[src/rtl/pixel_frame_buffer.sv]
// rtl/pixel_frame_buffer.sv - interleaved multi-channel pixel frame store with write/read/clear sequencing
//
// Ports:
//   clk, rst_n          clock (rising edge), asynchronous active-low reset
//   on_off              block enable; low aborts the current operation and returns to IDLE
//   start, rw, clear    command strobe sampled in IDLE; clear beats rw; rw=1 write, rw=0 read
//   pause               read stall request from downstream
//   in_valid, data_in   camera sample stream; in_ready high while writing
//   data_out, out_valid registered read stream; data_out is zero whenever out_valid is low
//   done                one-cycle pulse on normal completion of write, read or clear
//   busy                high in any state other than IDLE
//   addr                current sample address

module pixel_frame_buffer #(
    parameter int N  = 2,
    parameter int M  = 2,
    parameter int CH = 3,
    parameter int DW = 8,
    localparam int DEPTH = N * M * CH,
    localparam int AW    = (DEPTH > 1) ? $clog2(DEPTH) : 1
) (
    input  logic          clk,
    input  logic          rst_n,
    input  logic          on_off,
    input  logic          start,
    input  logic          rw,
    input  logic          clear,
    input  logic          pause,
    input  logic          in_valid,
    input  logic [DW-1:0] data_in,
    output logic          in_ready,
    output logic [DW-1:0] data_out,
    output logic          out_valid,
    output logic          done,
    output logic          busy,
    output logic [AW-1:0] addr
);

    localparam logic [AW-1:0] LAST_ADDR = AW'(DEPTH - 1);

    typedef enum logic [2:0] {
        S_IDLE,
        S_WRITE,
        S_READ,
        S_WAIT,
        S_CLEAR
    } state_t;

    state_t        state;
    logic [DW-1:0] mem [0:DEPTH-1];

    logic wr_beat;
    logic clr_beat;
    logic at_last;

    // Write and clear are the only memory writers and are mutually exclusive
    // by state, so a read issue never shares a cycle with a memory write.
    assign wr_beat  = on_off && (state == S_WRITE) && in_valid;
    assign clr_beat = on_off && (state == S_CLEAR);
    assign at_last  = (addr == LAST_ADDR);

    // Status flags are pure decodes of the state register.
    assign busy     = (state != S_IDLE);
    assign in_ready = (state == S_WRITE);

    // Storage array carries no reset so contents survive aborts and resets.
    always_ff @(posedge clk) begin
        if (wr_beat || clr_beat) begin
            mem[addr] <= clr_beat ? '0 : data_in;
        end
    end

    always_ff @(posedge clk or negedge rst_n) begin
        if (!rst_n) begin
            state     <= S_IDLE;
            addr      <= '0;
            data_out  <= '0;
            out_valid <= 1'b0;
            done      <= 1'b0;
        end else begin
            // Pulse-style outputs default low; only a read issue or a
            // completing operation raises them for exactly one cycle.
            done      <= 1'b0;
            out_valid <= 1'b0;
            data_out  <= '0;

            if (!on_off) begin
                state <= S_IDLE;
                addr  <= '0;
            end else begin
                case (state)
                    S_IDLE: begin
                        if (start) begin
                            addr <= '0;
                            if (clear) begin
                                state <= S_CLEAR;
                            end else if (rw) begin
                                state <= S_WRITE;
                            end else begin
                                state <= S_READ;
                            end
                        end
                    end

                    S_WRITE: begin
                        if (in_valid) begin
                            if (at_last) begin
                                state <= S_IDLE;
                                addr  <= '0;
                                done  <= 1'b1;
                            end else begin
                                addr <= addr + AW'(1);
                            end
                        end
                    end

                    S_READ: begin
                        if (pause) begin
                            state <= S_WAIT;
                        end else begin
                            data_out  <= mem[addr];
                            out_valid <= 1'b1;
                            // done lines up with the final word rather than
                            // trailing it, so the consumer sees both together.
                            if (at_last) begin
                                state <= S_IDLE;
                                addr  <= '0;
                                done  <= 1'b1;
                            end else begin
                                addr <= addr + AW'(1);
                            end
                        end
                    end

                    S_WAIT: begin
                        // addr is held here, so the resumed issue continues
                        // exactly where the stall interrupted it.
                        if (!pause) begin
                            state <= S_READ;
                        end
                    end

                    S_CLEAR: begin
                        if (at_last) begin
                            state <= S_IDLE;
                            addr  <= '0;
                            done  <= 1'b1;
                        end else begin
                            addr <= addr + AW'(1);
                        end
                    end

                    default: begin
                        state <= S_IDLE;
                        addr  <= '0;
                    end
                endcase
            end
        end
    end

endmodule

[config.mk]
export PLATFORM = sky130hd
export DESIGN_NAME = pixel_frame_buffer
export DESIGN_NICKNAME = d
export VERILOG_FILES = /design/src/rtl/pixel_frame_buffer.sv
export SDC_FILE = /design/constraint.sdc
export NUM_CORES = 1
export LEC_CHECK = 0
export ABC_AREA = 1
export BUFFER_PORTS_ARGS = -buffer_cell sky130_fd_sc_hd__buf_4
export CORE_AREA = 2 2 97 99
export DETAILED_ROUTE_END_ITERATION = 8
export DIE_AREA = 0 0 99 101
export GPL_ROUTABILITY_DRIVEN = 0
export GPL_TIMING_DRIVEN = 0
export PLACE_DENSITY_LB_ADDON = 0.12
export SLEW_MARGIN = 30
export SYNTH_ARGS = -nofsm -noshare
export SYNTH_HDL_FRONTEND = slang
export SYNTH_SLANG_ARGS = --single-unit
[constraint.sdc]
create_clock -name clk -period 2.61 [get_ports clk]
set_input_delay 0.6525 -clock clk [delete_from_list [all_inputs] [get_ports clk]]
set_output_delay 0.6525 -clock clk [all_outputs]
set_load 0.01 [all_outputs]
## Yosys cells after proc, flatten, opt, wreduce, memory -nomap -nowiden

Memories as Yosys holds them, arrays and structs flattened.
Cells that the tools add are included.

| storage, ports and cells | value |
|---|---|
| register bits after elaboration | 17 |
| memory bits (writable) | 96 |
| bits of input ports | 16 |
| output and inout bits | 16 |
| logic and storage cells | 54 |
| memories | 1 |

Memory list:

| memory | depth | bits a word | read ports | clocked after memory_dff | write ports | line | source |
|---|---|---|---|---|---|---|---|
| mem | 12 | 8 | 1 | 0 | 1 | 50 | `logic [DW-1:0] mem [0:DEPTH-1];` |

| cells by class | value |
|---|---|
| add/subtract/negate cells | 1 |
| equal/unequal tests | 10 |
| multiplexer cells | 29 |
| reductions and logical operators | 8 |

Operators with widths:

| kind | count |
|---|---|
| $mux W8 | 4 |
| $mux W3 | 7 |
| $mux W4 | 5 |
| $pmux W4 S5 | 1 |
| $pmux W3 S5 | 1 |
| $ne A3 B3 Y1 const B | 4 |
| $mux W1 | 9 |
| $eq A3 B2 Y1 const B | 2 |
| $add A4 B1 Y4 const B | 1 |
| $eq A4 B4 Y1 const B | 1 |
| $reduce_and A4 Y1 | 1 |
| $eq A3 B1 Y1 const B | 1 |
| $eq A3 B3 Y1 const B | 1 |
| $logic_and A1 B1 Y1 | 3 |
| $logic_not A3 Y1 | 1 |
| $pmux W1 S3 | 1 |
| $reduce_and A3 Y1 | 1 |
| $reduce_bool A3 Y1 | 1 |
| $mux W2 | 1 |
| $ne A2 B2 Y1 const B | 1 |
| $logic_or A1 B1 Y1 | 1 |

## Depth between registers and ports, before layout

| depth | value |
|---|---|
| depth after elaboration | 6 |
| gate-level depth with buffers | 10 |
| gate-level depth less buffers | 8 |

## Least setup slack after synthesis

No wires, ideal clock.

| timing | value |
|---|---|
| path type | input to register |
| start | in on_off |
| end | mem mem[0][0], enable pin |
| setup time | 383 ps |
| arrival | 1,757 ps |
| data required time | 2,227 ps |
| path slack | 470 ps |
| cell stages on the path | 6 |
| path buffers | 2 |
| cells stage by stage | buf_4 -> nand3_4 -> nand2_2 -> inv_2 -> buf_6 -> nor3_1 |

| on the way | value |
|---|---|
| word-level cells in the longest chain between the ends | 5 |
| elaborated cells between the ends (all ways) | 6 |
| classes of those cells | 2 x mux; 4 x reduce/logical |

RTL lines:

| item | line | source |
|---|---|---|
| from (decl) | 24 | `input logic on_off,` |
| $logic_and A1 B1 Y1 (2 in a row) | 58 | `assign wr_beat = on_off && (state == S_WRITE) && in_valid;` |
| $logic_or A1 B1 Y1 (*) | 68 | `if (wr_beat \|\| clr_beat) begin` |
| $mux W1 (*) | 68 |  |
| $mux W1 (*) | 69 | `mem[addr] <= clr_beat ? '0 : data_in;` |
| to (decl) | 50 |  |

Mark *: on every way between the ends. The rest lies on a longest branch, timed or not.

## Worst setup path in the final report

| timing | value |
|---|---|
| start | reg addr[1] |
| end | mem mem[5][2], enable pin |

RTL lines:

| item | line | source |
|---|---|---|
| from (decl) | 36 | `output logic [AW-1:0] addr` |
| from (signal assigned) | 112 | `addr <= addr + AW'(1);` |
| from (signal assigned) | 130 | `addr <= addr + AW'(1);` |
| from (signal assigned) | 149 | `addr <= addr + AW'(1);` |

No word-level cell before the write port.

==> impl_metrics.toml <==
[outcome]
run_status = "complete, no violations"

[routing]
antenna_left = 0
wirelength_um = 11840
vias = 3832
vias_per_cell = 5.171
drt_iter0_drc = 238
post-route-drc-count = 0
drtPass1Iterations = 5
wl_per_cell_um = 15.97

[global_route]
grt_max_degree = 18
grt_usage_pct = 25.29
grt_pass1_vias = 3592
antenna_found_initial = 0
grt_pass1_wl_um = 18580
overflow = 0

[power]
p_sw_share_pct = 29.62
power.internal_mw = 3.824
power_frac_seq_pct = 38.4
power_frac_comb_pct = 20.9
irDropWorstVdd_uv = 497.0
total_power_mw = 5.434
p_sw_mw = 1.610
p_clk_share_pct = 40.7
cellPowerDensity_mw_per_mm2 = 864.8
cellLeakagePower_nw = 3.034

[worst_setup_path]
critPathBufInv = 4
critical_path.max_fanout = 11
worstSetupStartpointType = "flip-flop"
slowest_delay_ns = 0.64
crit_slowest_cell = "nor3_2"
path_delay_family = "buffers and inverters"
worst_setup_path_end_kind = "flip-flop"
worstSetupPathType = "flip-flop to flip-flop"
worst_ep_arrival_time_ns = 2.44
path_cells = "buf_2 -> inv_2 -> buf_4 -> ha_1 -> inv_1 -> nor3_2"
cp.required_ns = 2.76

[placed_design]
portBuffers = 30
dp_hpwl_um = 8110
dp.cells = 708

[synth]
synth_area_leaders = "edfxtp_1 (54%), nand2_1 (13%), inv_1 (8.9%), dfrtp_1 (8.0%), nand3_1 (6.5%)"
yosysWarningCount = 0
synth.avg_cell_area_um2 = 9.334
yosysMostFrequentCell = "nand2_1"
ys_seq_elements = 113
ys_types = 25
synthMuxAreaShare_pct = 0
synth_fp_nets = 588
synth_xor_area_share_pct = 0.1655
syn_area_mm2 = 0.005293
synth_top_family_by_area = "simple AND/OR/NAND/NOR gates"
synth_ff_type = "edfxtp_1"
synth_top_area_cell = "edfxtp_1"
synth_common_cells = "nand2_1 (180), inv_1 (125), edfxtp_1 (96), nand3_1 (69)"
synth-compound-area-share_pct = 0.9929
synthSimpleGateAreaFrac_pct = 23.48
synth-seq-area-share_pct = 62.51
synthAdderAreaFrac_pct = 1.182
synth_edf_count = 96
synthCells = 567
synth_top_area_share_pct = 54.47
async_flop_share_pct = 15.04

[clocking]
clockBufferDepth = 2
path_clk_slew_ns = 0.06
clock_latency_ns = 0.52
clkSinkCount = 113
cts_tree = "done"
cts_setup_buffers = 0
h-tree-depth = 4
cts_buffers = 17
root_buffer = "clkbuf_8"

[sta]
max_freq_mhz = 436.5
drv_slew = 0
finalHoldViolCount = 0
period_share_pct = 87.77
skew_ns = 0.005867
maxSlewHeadroom_pct = 49.76
setup_violations = 0
rsz0062_at_grt = "no"
tightest_slew_ns = 0.7495
layout_min_cycle_time_ns = 2.291

[layout]
fin_util_pct = 69.99
diodes = 0
final_cells = 741
layout-drive-gt1-share_pct = 17.14
areaGrowthSynthToFinish_pct = 18.72
nets = 638
num-fill-cells = 668
multi_input_area_mm2 = 0.001416
regArea_mm2 = 0.003308

[floorplan]
core_area_mm2 = 0.008977
io_pins = 32
die_h_um = 101
num_rows = 35
die_w_um = 99
start_util_pct = 58.95
dieArea_mm2 = 0.009999

[hold_path]
hold_class = "input port to flip-flop"

[run]
drv_cap = 0
flip-flops by register name, summed over array words and instances, names as in the netlist:
register   cells
mem           96
state          3
done           1
data_out       8
addr           4
out_valid      1
cell usage in the layout, fill, tap and decap left out, types with 3 or more instances in the layout:
cell type / count
nand2_1: 180
inv_1: 125
edfxtp_1: 96
nand3_1: 69
buf_4: 33
buf_2: 17
dfrtp_1: 17
clkbuf_16: 16
nor3_2: 11
inv_2: 8
nor2_1: 8
ha_1: 5
o21ai_1: 4
clkinv_2: 4
nor2_2: 3
nand2_2: 3
nand3_2: 3
o21ai_0: 3
nand4_1: 3
clkbuf_1: 3
bufinv_16: 3
cell families after synthesis:
logic type	count (synthesis)
buf+inv	154
simple gates	284
xor+xnor	1
flops	113
fa+ha+maj	5
compound gates	10
what timing repair did:
action / CTS / global route
resized for setup: 0 / 0
endpoints found under the setup margin: 0 / 0
hold buffers: 1 / 0
endpoints found under the hold margin: 17 / 0
area by class of cell:
type | instances | area share (%)
Multi-Input combinational cell | 300 | 22.54
Sequential cell | 113 | 52.65
Buffer | 21 | 1.892
Clock inverter | 12 | 2.250
Clock buffer | 20 | 6.770
Timing Repair Buffer | 31 | 3.744
Inverter | 133 | 7.945
Tap cell | 111 | 2.210
power by group through the flow:
stage          clock network (mW)  logic (mW)  registers [mW]
2_1_floorplan                   0       0.730            2.12
3_3_place_gp                    0        1.08            2.12
3_5_place_dp                    0        1.10            2.12
4_1_cts                      2.21        1.12            2.09
5_1_grt                      2.30        1.24            2.09
6_report                     2.21        1.14            2.09
path summary, 6_finish.rpt:
kind | startpoint | cells past startpoint | slack [ns] | end
max | addr[1]$_DFFE_PN0P_ | 6 | 0.32 | mem[5][2]$_DFFE_PP_
min | in_valid | 3 | 0.43 | done$_DFF_PN0_
max reg2reg | addr[1]$_DFFE_PN0P_ | 6 | 0.32 | mem[5][2]$_DFFE_PP_
min reg2reg | state[1]$_DFFE_PN0P_ | 2 | 0.66 | out_valid$_DFF_PN0_
max in group asynchronous | rst_n | 2 | 1.89 | state[1]$_DFFE_PN0P_
min in group asynchronous | rst_n | 2 | 0.53 | data_out[2]$_DFF_PN0_
tightest hold or removal path: cells and delay by family:
family	cells	cell delay (ns)
buf+inv	1	0.12
compound gates	1	0.06
simple gates	1	0.07
routing by layer:
layer	vias to the layer above	share of wire, %	global-route usage (%)
met5	-	0	0
met4	0	2.1	10.43
met3	23	5.8	5.479
met2	141	48	41.11
met1	1801	44	33.33
li1	1867	-	-
stage by stage:
stage          cell area (um^2)  setup slack (ns)  hold WS [ns]  setup TNS, ns
3_5_place_dp               5707            0.3309        0.5252              0
3_3_place_gp               5657          -0.06364        0.5208        -0.9820
4_1_cts                    6284            0.3183        0.4229              0
2_1_floorplan              5293            0.4695        0.3569              0
6_report                   6284            0.3193        0.4286              0
5_1_grt                    6284            0.1718        0.4424              0
Note: power is estimated with default switching activity, not from simulation.
